===== src/rtl/id_ex_stage.sv =====
`default_nettype none
// ============================================================================
// Module   : id_ex_stage
// Purpose  : ID/EX pipeline register with load-use bubble, flush and WB bypass.
// Revision : 1.0
// ============================================================================
module id_ex_stage #(
    parameter int DW = 32,
    parameter int RW = 5
) (
    input  logic          clk,
    input  logic          rst_n,
    input  logic          Flush,
    input  logic [RW-1:0] RS,
    input  logic [RW-1:0] RT,
    input  logic [RW-1:0] RD,
    input  logic          UsesRT,
    input  logic [DW-1:0] RD1,
    input  logic [DW-1:0] RD2,
    input  logic [DW-1:0] ImmExt,
    input  logic [DW-1:0] PCPlus4,
    input  logic          RegWrite,
    input  logic          MemRead,
    input  logic          MemWrite,
    input  logic          MemtoReg,
    input  logic          ALUSrc,
    input  logic          RegDst,
    input  logic          Branch,
    input  logic [1:0]    ALUOp,
    input  logic          WB_RegWrite,
    input  logic [RW-1:0] WB_WN,
    input  logic [DW-1:0] WB_WD,
    output logic          Stall,
    output logic [RW-1:0] EX_RS,
    output logic [RW-1:0] EX_RT,
    output logic [RW-1:0] EX_RD,
    output logic [DW-1:0] EX_A,
    output logic [DW-1:0] EX_B,
    output logic [DW-1:0] EX_Imm,
    output logic [DW-1:0] EX_PCPlus4,
    output logic          EX_RegWrite,
    output logic          EX_MemRead,
    output logic          EX_MemWrite,
    output logic          EX_MemtoReg,
    output logic          EX_ALUSrc,
    output logic          EX_RegDst,
    output logic          EX_Branch,
    output logic [1:0]    EX_ALUOp,
    output logic [15:0]   StallCnt
);

    localparam logic [RW-1:0] C_REG_ZERO = '0;
    localparam logic [15:0]   C_CNT_MAX  = 16'hFFFF;

    logic          w_hz;
    logic          w_bubble;
    logic [DW-1:0] w_a_in;
    logic [DW-1:0] w_b_in;

    logic [RW-1:0] ex_rs_d, ex_rs_q, ex_rt_d, ex_rt_q, ex_rd_d, ex_rd_q;
    logic [DW-1:0] ex_a_d, ex_a_q, ex_b_d, ex_b_q;
    logic [DW-1:0] ex_imm_d, ex_imm_q, ex_pc4_d, ex_pc4_q;
    logic [6:0]    ex_ctrl_d, ex_ctrl_q;
    logic [1:0]    ex_aluop_d, ex_aluop_q;
    logic [15:0]   stall_cnt_d, stall_cnt_q;

    always_comb begin
        w_hz = ex_ctrl_q[5] && (ex_rt_q != C_REG_ZERO) &&
               ((ex_rt_q == RS) || (UsesRT && (ex_rt_q == RT)));
        w_bubble = Flush || w_hz;
        Stall    = w_hz && !Flush;

        // The register file is written late in the cycle, so forward WB data.
        if (WB_RegWrite && (WB_WN != C_REG_ZERO) && (WB_WN == RS))
            w_a_in = WB_WD;
        else if (RS == C_REG_ZERO)
            w_a_in = '0;
        else
            w_a_in = RD1;

        if (WB_RegWrite && (WB_WN != C_REG_ZERO) && (WB_WN == RT))
            w_b_in = WB_WD;
        else if (RT == C_REG_ZERO)
            w_b_in = '0;
        else
            w_b_in = RD2;
    end

    always_comb begin
        ex_rs_d    = RS;
        ex_rt_d    = RT;
        ex_rd_d    = RD;
        ex_a_d     = w_a_in;
        ex_b_d     = w_b_in;
        ex_imm_d   = ImmExt;
        ex_pc4_d   = PCPlus4;
        ex_ctrl_d  = {RegWrite, MemRead, MemWrite, MemtoReg, ALUSrc, RegDst, Branch};
        ex_aluop_d = ALUOp;
        stall_cnt_d = stall_cnt_q;
        if (w_bubble) begin
            ex_ctrl_d  = '0;
            ex_aluop_d = '0;
        end
        // Flushed hazards are not counted: the stalled instruction is discarded.
        if (Stall && (stall_cnt_q != C_CNT_MAX))
            stall_cnt_d = stall_cnt_q + 16'd1;
    end

    always_ff @(posedge clk or negedge rst_n) begin
        if (!rst_n) begin
            ex_rs_q     <= '0;
            ex_rt_q     <= '0;
            ex_rd_q     <= '0;
            ex_a_q      <= '0;
            ex_b_q      <= '0;
            ex_imm_q    <= '0;
            ex_pc4_q    <= '0;
            ex_ctrl_q   <= '0;
            ex_aluop_q  <= '0;
            stall_cnt_q <= '0;
        end else begin
            ex_rs_q     <= ex_rs_d;
            ex_rt_q     <= ex_rt_d;
            ex_rd_q     <= ex_rd_d;
            ex_a_q      <= ex_a_d;
            ex_b_q      <= ex_b_d;
            ex_imm_q    <= ex_imm_d;
            ex_pc4_q    <= ex_pc4_d;
            ex_ctrl_q   <= ex_ctrl_d;
            ex_aluop_q  <= ex_aluop_d;
            stall_cnt_q <= stall_cnt_d;
        end
    end

    assign EX_RS       = ex_rs_q;
    assign EX_RT       = ex_rt_q;
    assign EX_RD       = ex_rd_q;
    assign EX_A        = ex_a_q;
    assign EX_B        = ex_b_q;
    assign EX_Imm      = ex_imm_q;
    assign EX_PCPlus4  = ex_pc4_q;
    assign EX_RegWrite = ex_ctrl_q[6];
    assign EX_MemRead  = ex_ctrl_q[5];
    assign EX_MemWrite = ex_ctrl_q[4];
    assign EX_MemtoReg = ex_ctrl_q[3];
    assign EX_ALUSrc   = ex_ctrl_q[2];
    assign EX_RegDst   = ex_ctrl_q[1];
    assign EX_Branch   = ex_ctrl_q[0];
    assign EX_ALUOp    = ex_aluop_q;
    assign StallCnt    = stall_cnt_q;

endmodule
`default_nettype wire


===== config.mk =====
export PLATFORM = sky130hd
export DESIGN_NAME = id_ex_stage
export DESIGN_NICKNAME = d
export VERILOG_FILES = /design/src/rtl/id_ex_stage.sv
export SDC_FILE = /design/constraint.sdc
export NUM_CORES = 1
export LEC_CHECK = 0
export BUFFER_PORTS_ARGS = -buffer_cell sky130_fd_sc_hd__buf_2
export CAP_MARGIN = 20
export CORE_MARGIN = 2
export CORE_UTILIZATION = 30
export CTS_BUF_LIST = sky130_fd_sc_hd__clkbuf_4 sky130_fd_sc_hd__clkbuf_8 sky130_fd_sc_hd__clkbuf_16
export CTS_CLUSTER_SIZE = 25
export DETAILED_ROUTE_END_ITERATION = 8
export GPL_TIMING_DRIVEN = 0
export PLACE_DENSITY = 0.66
export RECOVER_POWER = 100
export SETUP_SLACK_MARGIN = 0.05
export SYNTH_ARGS = -nofsm -noshare
export SYNTH_HDL_FRONTEND = slang
export SYNTH_SLANG_ARGS = --single-unit

===== constraint.sdc =====
create_clock -name clk -period 2.2 [get_ports clk]
set_clock_uncertainty 0.15 [all_clocks]
set_input_delay 0.22 -clock clk [delete_from_list [all_inputs] [get_ports clk]]
set_output_delay 0.22 -clock clk [all_outputs]
set_load 0.005 [all_outputs]

Word level (Yosys, flattened, before mapping)
Cells that the tools add are included.

Logic and storage cells: 37. Output and inout port bits: 169. Register bits: 168. Input port bits: 194.

Mux-type cells: 6. Add/sub/neg operators: 1. Reductions and logical operators: 15. Equal/unequal tests: 5.

Operator list (count): $mux W32 (4); $eq A5 B5 Y1 (4); $add A16 B1 Y16 const B (1); $ne A16 B16 Y1 const B (1); $logic_not A5 Y1 (2); $reduce_bool A5 Y1 (2); $logic_and A1 B1 Y1 (8); $mux W7 (1); $logic_or A1 B1 Y1 (2); $mux W2 (1); $logic_not A1 Y1 (1).

Logic depth before layout (Yosys ltp)
Depth in word-level cells: 6. Mapped depth: 7. Gate-level depth less buffers: 7.

Least setup slack after synthesis
OpenSTA, ideal clock, no wires.

Path type: register to register. From: register stall_cnt_q[0] (netlist: StallCnt[0]). To: register stall_cnt_q[1] (netlist: StallCnt[1]). Buffers on the path: 0. Cell stages (with the launch flop): 8. Data arrival time: 1.776 ns. Library setup time: 0.125 ns. Required time: 1.925 ns. Setup slack: 0.149 ns. Period minus slack after synthesis: 2.051 ns. Path through: dfrtp_1 -> ha_1 -> and3_2 -> nand3_1 -> o31ai_4 -> nor2_4 -> and2_4 -> mux2_4.

Longest elaborated chain between the ends: 2. Elaborated cells between the ends (all ways): 3. Those cells by class: 1 x add/sub; 1 x eq/ne; 1 x reduce/logical.

RTL lines: start: declaration (line 65) `logic [15:0] stall_cnt_d, stall_cnt_q;`; start signal: assignment (line 131) `stall_cnt_q <= stall_cnt_d;`; parallel branches: the longest is 2 deep, another holds $add A16 B1 Y16.

Several ways; the timed one is not identified. A chain may end at the register's enable or synchronous reset.

Final worst setup path
From: register ex_rt_q[3] (netlist: EX_RT[3]). To: output port Stall.

Longest elaborated chain between the ends: 5. Elaborated cells between the ends (all ways): 8. Those cells by class: 2 x eq/ne; 6 x reduce/logical.

RTL lines: start: declaration (line 60) `logic [RW-1:0] ex_rs_d, ex_rs_q, ex_rt_d, ex_rt_q, ex_rd_d, ex_rd_q;`; start signal: assignment (line 123) `ex_rt_q <= ex_rt_d;`; $eq A5 B5 Y1 (line 69) `((ex_rt_q == RS) || (UsesRT && (ex_rt_q == RT)));`; $logic_and A1 B1 Y1 (line 69); $logic_or A1 B1 Y1 (line 69); $logic_and A1 B1 Y1 * (line 68) `w_hz = ex_ctrl_q[5] && (ex_rt_q != C_REG_ZERO) &&`; $logic_and A1 B1 Y1 * (line 71) `Stall = w_hz && !Flush;`; end: declaration (line 33) `output logic Stall,`.

Mark *: on every way between the ends. The rest lies on a longest branch, timed or not.

==> impl_metrics.json <==
{
  "min_period_ps": 2480,
  "ir_worst_vdd_mv": 0.474,
  "clock_sinks": 168,
  "coreArea_sq_um": 19300,
  "path_clk_slew_ps": 80,
  "hold_slack_ps": 106,
  "cts.htree.levels": 4,
  "synthTopCellsByArea": "dfrtp_1 (72%), nand2_1 (8.7%), o21ai_0 (4.5%)",
  "yosys.area.top_type": "dfrtp_1",
  "insertion_delay_ps": 420,
  "cp-start-kind": "flop",
  "layout_setup_ws_ps": -277,
  "synth_area_per_cell_sq_um": 12.0,
  "powerDensity_nw_per_um2": 692,
  "cts_tree": "done",
  "grt_pass1_vias": 6335,
  "grtUsageMet1_pct": 22.3,
  "die_area_sq_um": 20700,
  "die_h_um": 144,
  "slew_viol_final": 0,
  "min-delay-start": "Flush",
  "min_path_type": "input port to flop",
  "ios": 363,
  "syn-num-nets": 685,
  "crit_path_start": "EX_RT[3]",
  "grt_max_degree": 120,
  "stdcell_count": 1350,
  "layout_common_cells": "buf_2 (211), dlygate4sd3_1 (185), dfrtp_1 (167), clkbuf_1 (167), nand2_1 (136)",
  "drt-initial-drc-count": 296,
  "tightest_slew_ps": 1310,
  "worst_ep_required_time_ps": 1830,
  "layout.nets": 1263,
  "die_w_um": 144,
  "ys_warn_count": 0,
  "fin_crit_sh_pct": 113,
  "final_common_cell": "buf_2",
  "status": "finished with violations",
  "gr-usage-met3_pct": 6.29,
  "fin_tns_setup_ps": -312,
  "cp.arrival_ps": 2110,
  "cp-end-kind": "output port",
  "syn_area_sq_um": 5880,
  "synth_seq_cells": 168,
  "vias_per_cell": 4.45,
  "grtUsageTotal_pct": 21.5,
  "fp-row-count": 51,
  "violations": "setup timing",
  "syn2layout_area_growth_pct": 77.7,
  "async_flop_share_pct": 100,
  "grt_pass1_wl_um": 33300,
  "synth_edf_count": 0,
  "overflow": 0,
  "drc_errors": 0,
  "first_pass_iters": 4,
  "wirelength_um": 23000,
  "cap_violations": 0,
  "pre_cts_ws_ps": -247,
  "syn_inst": 490,
  "p_leak_nw": 4.78,
  "timing.rr.start": "EX_RT[3]",
  "max-slew-margin-rel_pct": 12.8,
  "cts_root_buf": "clkbuf_16",
  "hpwl_um": 14400,
  "busiest_layer": "met2",
  "place.port_buffers": 362,
  "antenna_found_initial": 4,
  "dp_cells": 1118,
  "total_power_mw": 7.23,
  "clock.fmax_mhz": 404,
  "nFillCells": 1720,
  "vias": 6002,
  "grt_setup_unrepaired": "true",
  "synth_top_flop_cell": "dfrtp_1",
  "postRouteAntennaNets": 0,
  "wl_per_cell_um": 17.1,
  "synth.distinct_cells": 32,
  "gp_congestion": 0.798,
  "worstPathMaxFanout": 3,
  "setup_viol": 2,
  "start_util_pct": 30.4,
  "synth_top_area_share_pct": 71.5,
  "grt_use_met2_pct": 38.6,
  "clockBufferDepth": 2,
  "drive_above_1_share_pct": 25.3,
  "crit_type": "flop to output port",
  "synth-seq-area-share_pct": 71.5,
  "final-hold-violation-count": 0,
  "cts-buffers-inserted": 17
}
[layer usage]
layer,share of wire (%),up-vias
li1,-,2764
met1,35,2858
met2,53,314
met3,8.0,66
met4,4.0,0
met5,0,-
[cell type report]
| class | instances | area (sq um) | share of cell area [%] |
|---|---|---|---|
| Sequential cell | 168 | 4210 | 40.3 |
| Timing Repair Buffer | 559 | 3580 | 34.3 |
| Multi-Input combinational cell | 302 | 1640 | 15.7 |
| Clock buffer | 18 | 439 | 4.20 |
| Tap cell | 265 | 332 | 3.17 |
| Clock inverter | 14 | 150 | 1.44 |
| Buffer | 19 | 78.8 | 0.755 |
| Antenna cell | 4 | 10.0 | 0.0958 |
| Inverter | 1 | 3.75 | 0.0359 |
[critical path, stage by stage, from the launching register on]
cell and delay (ps):
dfrtp_1 410, xor2_1 180, nor4_2 350, nand3_1 190, o31ai_4 120, buf_6 150
nor3b_2 150, buf_2 140
[where the power goes]
group	switching (mW)	leakage, nW	total (mW)	internal [mW]
logic	0.431	2.48	0.933	0.502
registers	0.0666	2.01	3.33	3.26
clock network	1.42	0.292	2.97	1.56
[kinds of logic after synthesis]
| family | synth area share [%] |
|---|---|
| muxes | 0.255 |
| xor gates and xnor gates | 5.06 |
| buffers and inverters | 1.30 |
| DFF | 71.5 |
| adders and majority gates | 0.213 |
| AOI/OAI and AO/OA | 6.68 |
| and+or+nand+nor | 15.0 |
[final timing paths]
path                                to  slack, ps  cells after the start
max                              Stall       -280                      7
min                        StallCnt[7]        110                      4
max reg2reg                StallCnt[1]        -30                      8
min reg2reg                StallCnt[9]        340                      1
max in group asynchronous     EX_B[21]        160                      3
min in group asynchronous  StallCnt[0]        460                      2
[state kept, by name, indices dropped and copies added, names as in the netlist]
register and cells:
EX_A 32, EX_B 32, EX_Imm 32, EX_PCPlus4 32, StallCnt 16, ex_ctrl_q 7, EX_RD 5, EX_RS 5
EX_RT 5, EX_ALUOp 2
[synth_stat cells, types with 2 or more instances]
master    number
nand3_1       19
dfrtp_1      168
and2_1        11
a21oi_1        2
nor3b_1        2
o21ai_0       53
clkbuf_1      18
nor3_1         5
xnor2_1       23
nor4_4         2
nor4_1         2
nand2_1      136
nor2_1         9
xor2_1        11
o21ai_1       12
[metrics by stage]
stage	utilization (%)	instance area, sq um
floorplan	-	5880
global placement	41.5	8020
detailed placement	41.7	8060
CTS	54.7	10600
global route	54.0	10400
finish	54.0	10400
[timing repair]
| action | 4_1_cts | 5_1_grt |
|---|---|---|
| cloned | 0 | 0 |
| endpoints found under the setup margin | 19 | 19 |
| hold buffers | 185 | 0 |
| setup buffers | 6 | 5 |
| pin swaps | 4 | 3 |
| gates resized for setup | 7 | 7 |
| hold endpoints to repair | 201 | 0 |
Power figures use the tool's default switching activity.
